`src/rtl/led_reg_unit.sv`:
```
// Memory-mapped LED register block: static pattern, per-LED blink mask and blink half-period.
// Optional PWM dimming (register PWM_DUTY at address 3) is compiled in with `define LED_PWM_EN.
module led_reg_unit #(
  parameter int LED_W    = 10,
  parameter int PERIOD_W = 24,
  parameter int DATA_W   = 32
) (
  input  logic              clk,
  input  logic              rst,
  input  logic [1:0]        bus_addr,
  input  logic              bus_we,
  input  logic              bus_re,
  input  logic [DATA_W-1:0] bus_wdata,
  output logic [DATA_W-1:0] bus_rdata,
  output logic              bus_rvalid,
  output logic [LED_W-1:0]  led_reg
);

  localparam logic [1:0] ADDR_VALUE  = 2'd0;
  localparam logic [1:0] ADDR_MASK   = 2'd1;
  localparam logic [1:0] ADDR_PERIOD = 2'd2;
  localparam logic [1:0] ADDR_DUTY   = 2'd3;

  logic [LED_W-1:0]    value_r;
  logic [LED_W-1:0]    mask_r;
  logic [PERIOD_W-1:0] period_r;
  logic [PERIOD_W-1:0] cnt;
  logic                phase;
  logic                pwm_gate;
  logic [DATA_W-1:0]   rd_mux;
  logic                wr_period;
  logic                unused_wdata;

  // Only the low bits of each write are stored; the rest is deliberately dropped.
  assign unused_wdata = ^bus_wdata;
  assign wr_period    = bus_we && (bus_addr == ADDR_PERIOD);

  always_ff @(posedge clk) begin
    if (rst) begin
      value_r  <= '0;
      mask_r   <= '0;
      period_r <= '0;
    end else if (bus_we) begin
      case (bus_addr)
        ADDR_VALUE:  value_r  <= bus_wdata[LED_W-1:0];
        ADDR_MASK:   mask_r   <= bus_wdata[LED_W-1:0];
        ADDR_PERIOD: period_r <= bus_wdata[PERIOD_W-1:0];
        default:     ;
      endcase
    end
  end

  // A PERIOD write restarts the blink so a shrinking period never leaves cnt past the wrap point.
  always_ff @(posedge clk) begin
    if (rst || wr_period || (period_r == '0)) begin
      cnt   <= '0;
      phase <= 1'b0;
    end else if (cnt == period_r - PERIOD_W'(1)) begin
      cnt   <= '0;
      phase <= ~phase;
    end else begin
      cnt   <= cnt + PERIOD_W'(1);
    end
  end

`ifdef LED_PWM_EN
  logic [7:0] pwm_cnt;
  logic [7:0] duty_r;

  always_ff @(posedge clk) begin
    if (rst) begin
      pwm_cnt <= '0;
      duty_r  <= 8'hFF;
    end else begin
      pwm_cnt <= pwm_cnt + 8'd1;
      if (bus_we && (bus_addr == ADDR_DUTY))
        duty_r <= bus_wdata[7:0];
    end
  end

  assign pwm_gate = (pwm_cnt < duty_r) || (duty_r == 8'hFF);
`else
  assign pwm_gate = 1'b1;
`endif

  always_comb begin
    rd_mux = '0;
    case (bus_addr)
      ADDR_VALUE:  rd_mux = DATA_W'(value_r);
      ADDR_MASK:   rd_mux = DATA_W'(mask_r);
      ADDR_PERIOD: rd_mux = DATA_W'(period_r);
`ifdef LED_PWM_EN
      ADDR_DUTY:   rd_mux = DATA_W'(duty_r);
`endif
      default:     rd_mux = '0;
    endcase
  end

  // Bus protocol: bus_we/bus_re are single-cycle strobes with no backpressure; a read strobe
  // in cycle N returns bus_rvalid=1 with data in cycle N+1, sampled before any same-cycle write.
  always_ff @(posedge clk) begin
    if (rst) begin
      bus_rdata  <= '0;
      bus_rvalid <= 1'b0;
    end else begin
      bus_rvalid <= bus_re;
      if (bus_re)
        bus_rdata <= rd_mux;
    end
  end

  always_ff @(posedge clk) begin
    if (rst)
      led_reg <= '0;
    else
      led_reg <= ((value_r & ~mask_r) | (value_r & mask_r & {LED_W{phase}}))
                 & {LED_W{pwm_gate}};
  end

endmodule

```
`config.mk`:
```
export PLATFORM = sky130hd
export DESIGN_NAME = led_reg_unit
export DESIGN_NICKNAME = d
export VERILOG_FILES = /design/src/rtl/led_reg_unit.sv
export SDC_FILE = /design/constraint.sdc
export NUM_CORES = 1
export LEC_CHECK = 0
export CORE_MARGIN = 5
export CORE_UTILIZATION = 49
export CTS_CLUSTER_SIZE = 10
export DETAILED_ROUTE_END_ITERATION = 7
export PLACE_DENSITY = 0.77
export SYNTH_ARGS = -nofsm -noshare
export SYNTH_HDL_FRONTEND = slang
export SYNTH_SLANG_ARGS = --single-unit
```
`constraint.sdc`:
```
create_clock -name clk -period 3.2 [get_ports clk]
set_input_delay 0.32 -clock clk [delete_from_list [all_inputs] [get_ports clk]]
set_output_delay 0.32 -clock clk [all_outputs]
set_load 0.03 [all_outputs]
```
# Word-level counts from Yosys, hierarchy flattened
# Index checks and enable logic that the tools add are counted.
[op_classes]
n_addsub = 2
n_eq_ne = 3
n_mux = 1
bitwise = 6
reduce_logical = 9
[ops]
columns = ["operator", "count"]
rows = [
  ["24-bit one-hot mux with 3 select lines", 1],
  ["10-bit bitwise AND", 3],
  ["24-bit by 1-bit adder with 24-bit output (second input constant)", 1],
  ["24-bit == test", 1],
  ["24-bit zero test", 1],
  ["24-bit by 1-bit subtractor with 24-bit output (second input constant)", 1],
  ["10-bit NOT", 1],
  ["10-bit bitwise OR", 1],
  ["2-bit AND reduction", 3],
  ["2-bit by 1-bit == test with 1-bit output (second input constant)", 1],
  ["2-bit == test (second input constant)", 1],
  ["2-bit zero test", 1],
  ["1-bit logical OR", 2],
  ["2-bit OR reduction", 1],
  ["1-bit logical AND", 1],
  ["1-bit NOT", 1],
]
[word_totals]
reg_bits = 112
output_inout_bits = 43
word_cells = 29

# Depth between registers and ports, before layout
[depth]
word_depth = 5
ltp_mapped = 12
ltp_nobuf = 9

# Worst setup path before layout
# Ideal clock, no wire load.
[synth_path]
path_type = "reg2reg"
start = "reg period_r[10]"
end = "reg cnt[4]"
setup_time_ps = 130
arrival_ps = 3433
required_ps = 3070
setup_slack_ps = -363
stages_incl_launch_ff = 12
n_path_buf = 4
period_less_slack_ps = 3563
cell_sequence = "dfxtp_1 > buf_6 > or4_4 > or4_1 > buf_2 > or4_4 > xnor2_1 > or4_1 > nor4bb_1 > buf_6 > buf_6 > nor3_2"
[synth_via]
elab_chain_len = 3
word_cells_on_any_way = 5
[synth_rtl]
columns = ["item", "line_no", "rtl"]
rows = [
  ["start: declaration", "26", "logic [PERIOD_W-1:0] period_r;"],
  ["start signal: assignment", "47", "ADDR_PERIOD: period_r <= bus_wdata[PERIOD_W-1:0];"],
  ["24-bit by 1-bit subtractor with 24-bit output / 24-bit zero test (equally long branches)", "58, 55", ""],
  ["24-bit == test / 1-bit logical OR (equally long branches)", "58, 55", ""],
  ["2-bit OR reduction (no line) *", "--", ""],
  ["end signal: assignment", "62", "cnt <= cnt + PERIOD_W'(1);"],
  ["end: declaration", "27", "logic [PERIOD_W-1:0] cnt;"],
]
# Mark *: on every way between the ends. The rest lies on a longest branch, timed or not.
# A chain may end at the register's enable or synchronous reset.

# Final worst setup path
[layout_path]
start = "reg period_r[13]"
end = "reg cnt[3]"
# The elaborated chain is that of the path after synthesis.

==> flow_summary.yaml <==
clock_tree:
  clock_latency_ns: 0.39
  cts_tree: "yes"
  htreeDepth: 3
  numCtsBuffers: 9
  postCtsHoldBufs: 0
  cts_setup_buffers: 0
  clock-root-buffer: "clkbuf_8"
  clk_pin_slew_ns: 0.11
  cts.sinks: 104
  cts_buffer_depth: 2
synth:
  yosys-top-cells-area: "dfxtp_1 41%, a21oi_1 6.1%, nand2_1 5.9%, xnor2_1 5.2%, nor2_1 4.8%"
  syn_inst: 598
  synth_edf_count: 0
  synthesis.area_mm2: 0.005055
  postSynth.asyncResetShare_pct: 0
  synth-seq-cells: 104
  ys_warn_count: 0
  yosysTopAreaCell: "dfxtp_1"
  ys_types: 57
  synth_top_cell_area_share_pct: 41.19
  ys_seq_area_share_pct: 41.19
  synth_common_cells: "104 x dfxtp_1, 80 x nand2_1, 64 x nor2_1"
  synth_flop_cell: "dfxtp_1"
  yosysMostFrequentCell: "dfxtp_1"
  syn-mean-instance-area_um2: 8.453
finish:
  antenna_cells: 0
  nets: 697
  top_regs: "bus_rdata (24), cnt (24), period_r (24)"
  fillers: 884
  drive_gt1_share_pct: 12.54
  multi_input_area_mm2: 0.002729
  syn2layout_area_growth_pct: 19.95
  fin_util_pct: 59.53
  regArea_mm2: 0.002085
timing:
  maxSlewViolCount: 0
  holdWs_ns: 0.4630
  fin_tns_setup_ns: -0.04400
  rsz0062_at_grt: "yes"
  min_period_ns: 3.216
  timing.final.ws_setup_ns: -0.01625
  finalHoldViolCount: 0
  setup_viol: 4
  skew_ns: 0.01311
  worst_pin_slew_ns: 0.7902
  slew_headroom_pct: 47.32
  fin_crit_sh_pct: 100.5
  fmax_ghz: 0.3109
route:
  wl_per_cell_um: 15.10
  finalWirelength_um: 12050
  drc: 0
  drt-vias-per-instance: 5.383
  firstDrtPassIters: 4
  drt_iter0_markers: 161
  vias: 4296
  ant_nets: 0
die:
  fp.dieW_um: 111.6
  rows: 37
  core_mm2: 0.01018
  pin_count: 81
  die_h_um: 111.6
  die_area_mm2: 0.01245
  start_util_pct: 49.63
flow_run:
  maxCapViolCount: 0
placement:
  hpwl_um: 8719
  gp_congestion: 0.8739
  io_buffer_count: 64
grt:
  grt_usage_pct: 19.85
  grt_pass1_vias: 4251
  grt_max_degree: 80
  grt_pass1_wl_um: 20470
  grt_antenna_before_repair: 0
  grt_overflow: 0
status:
  status: "finished with violations"
  violations: "setup timing"
critical_path:
  worst_setup_path_start_kind: "flop"
  end_kind: "flop"
  arrival_ns: 3.48
  cp_max_fo: 24
  critPathKind: "flop to flop"
  crit_required_ns: 3.46
pwr:
  p_leak_nw: 2.167
  power_density_mw_per_mm2: 423.5
  peakVddDrop_v: 0.0001947
hold_path:
  worstHoldPathType: "flop to flop"
-- power breakdown --
group / switching (mW) / total (mW) / internal [mW]
Sequential: 0.0294 / 1.36 / 1.33
Combinational: 0.229 / 0.410 / 0.181
Clock: 0.487 / 0.801 / 0.314
-- cell usage in the layout (no fill, tap or decap), drive strengths merged, types with 9 or more instances in the layout --
cell type,Yosys,layout
nand4,10,10
nand2,80,80
buf,16,26
a21oi,63,63
inv,14,16
dfxtp,104,104
xor2,24,24
nor3,35,35
nand3,9,9
clkdlybuf4s50,0,63
a211oi,21,21
nor2b,16,16
xnor2,30,30
nor2,64,64
mux2i,20,20
clkbuf,32,10
-- what timing repair did --
action                                  CTS  global route
endpoints found under the hold margin     0             0
gates resized for setup                   2             0
endpoints found under the setup margin   20            24
pin swaps                                 0             0
-- stage by stage --
step	total power [mW]	cell area, um^2	setup WS, ns	instances
global placement	1.783	5867	0.05506	782
CTS	2.582	6063	-0.01041	798
finish	2.568	6063	-0.01625	798
global route	2.691	6063	-0.09855	798
floorplan	1.666	5110	-0.02511	605
detailed placement	1.791	5867	0.001905	782
-- path summary, 6_finish.rpt --
check / slack (ns) / cells after the start / start / to
min reg2reg: 0.46 / 2 / value_r[8] / led_reg[8]
min: 0.46 / 2 / value_r[8] / led_reg[8]
max reg2reg: -0.02 / 8 / period_r[13] / cnt[3]
max: -0.02 / 8 / period_r[13] / cnt[3]
-- worst max-delay path, stage by stage (launching register included) --
cell,delay [ns]
dfxtp_2,0.34
or4_4,0.55
or4_4,0.45
or4_4,0.50
xnor2_1,0.13
or4_4,0.45
nor4bb_4,0.35
buf_12,0.24
nor3_1,0.07
-- per-layer routing --
layer	GRT usage, %	wire [um]	up-vias
met5	0	0	-
met4	8.191	261	0
met3	4.891	484	22
met2	34.62	5982	96
met1	23.30	5321	2037
li1	-	-	2141
-- final cells by class --
cell class / instances / share of cell area (%)
sequential: 104 / 34.38
inverter: 15 / 0.9286
clock buffer: 10 / 2.270
timing repair buffer: 89 / 13.78
tap: 136 / 2.806
clock inverter: 6 / 0.8254
multi-input combinational: 438 / 45.01
-- kinds of logic after synthesis --
logic type / count (synthesis) / synth area share [%]
AND/OR/NAND/NOR: 251 / 26.21
flip-flops: 104 / 41.19
AO/OA/AOI/OAI: 103 / 12.72
buffers and inverters: 63 / 5.990
XOR/XNOR: 54 / 9.356
multiplexers: 20 / 3.960
adder cells (fa/ha/maj): 2 / 0.4950
other: 1 / 0.07419
No activity file was read; power rests on OpenSTA's default activity.
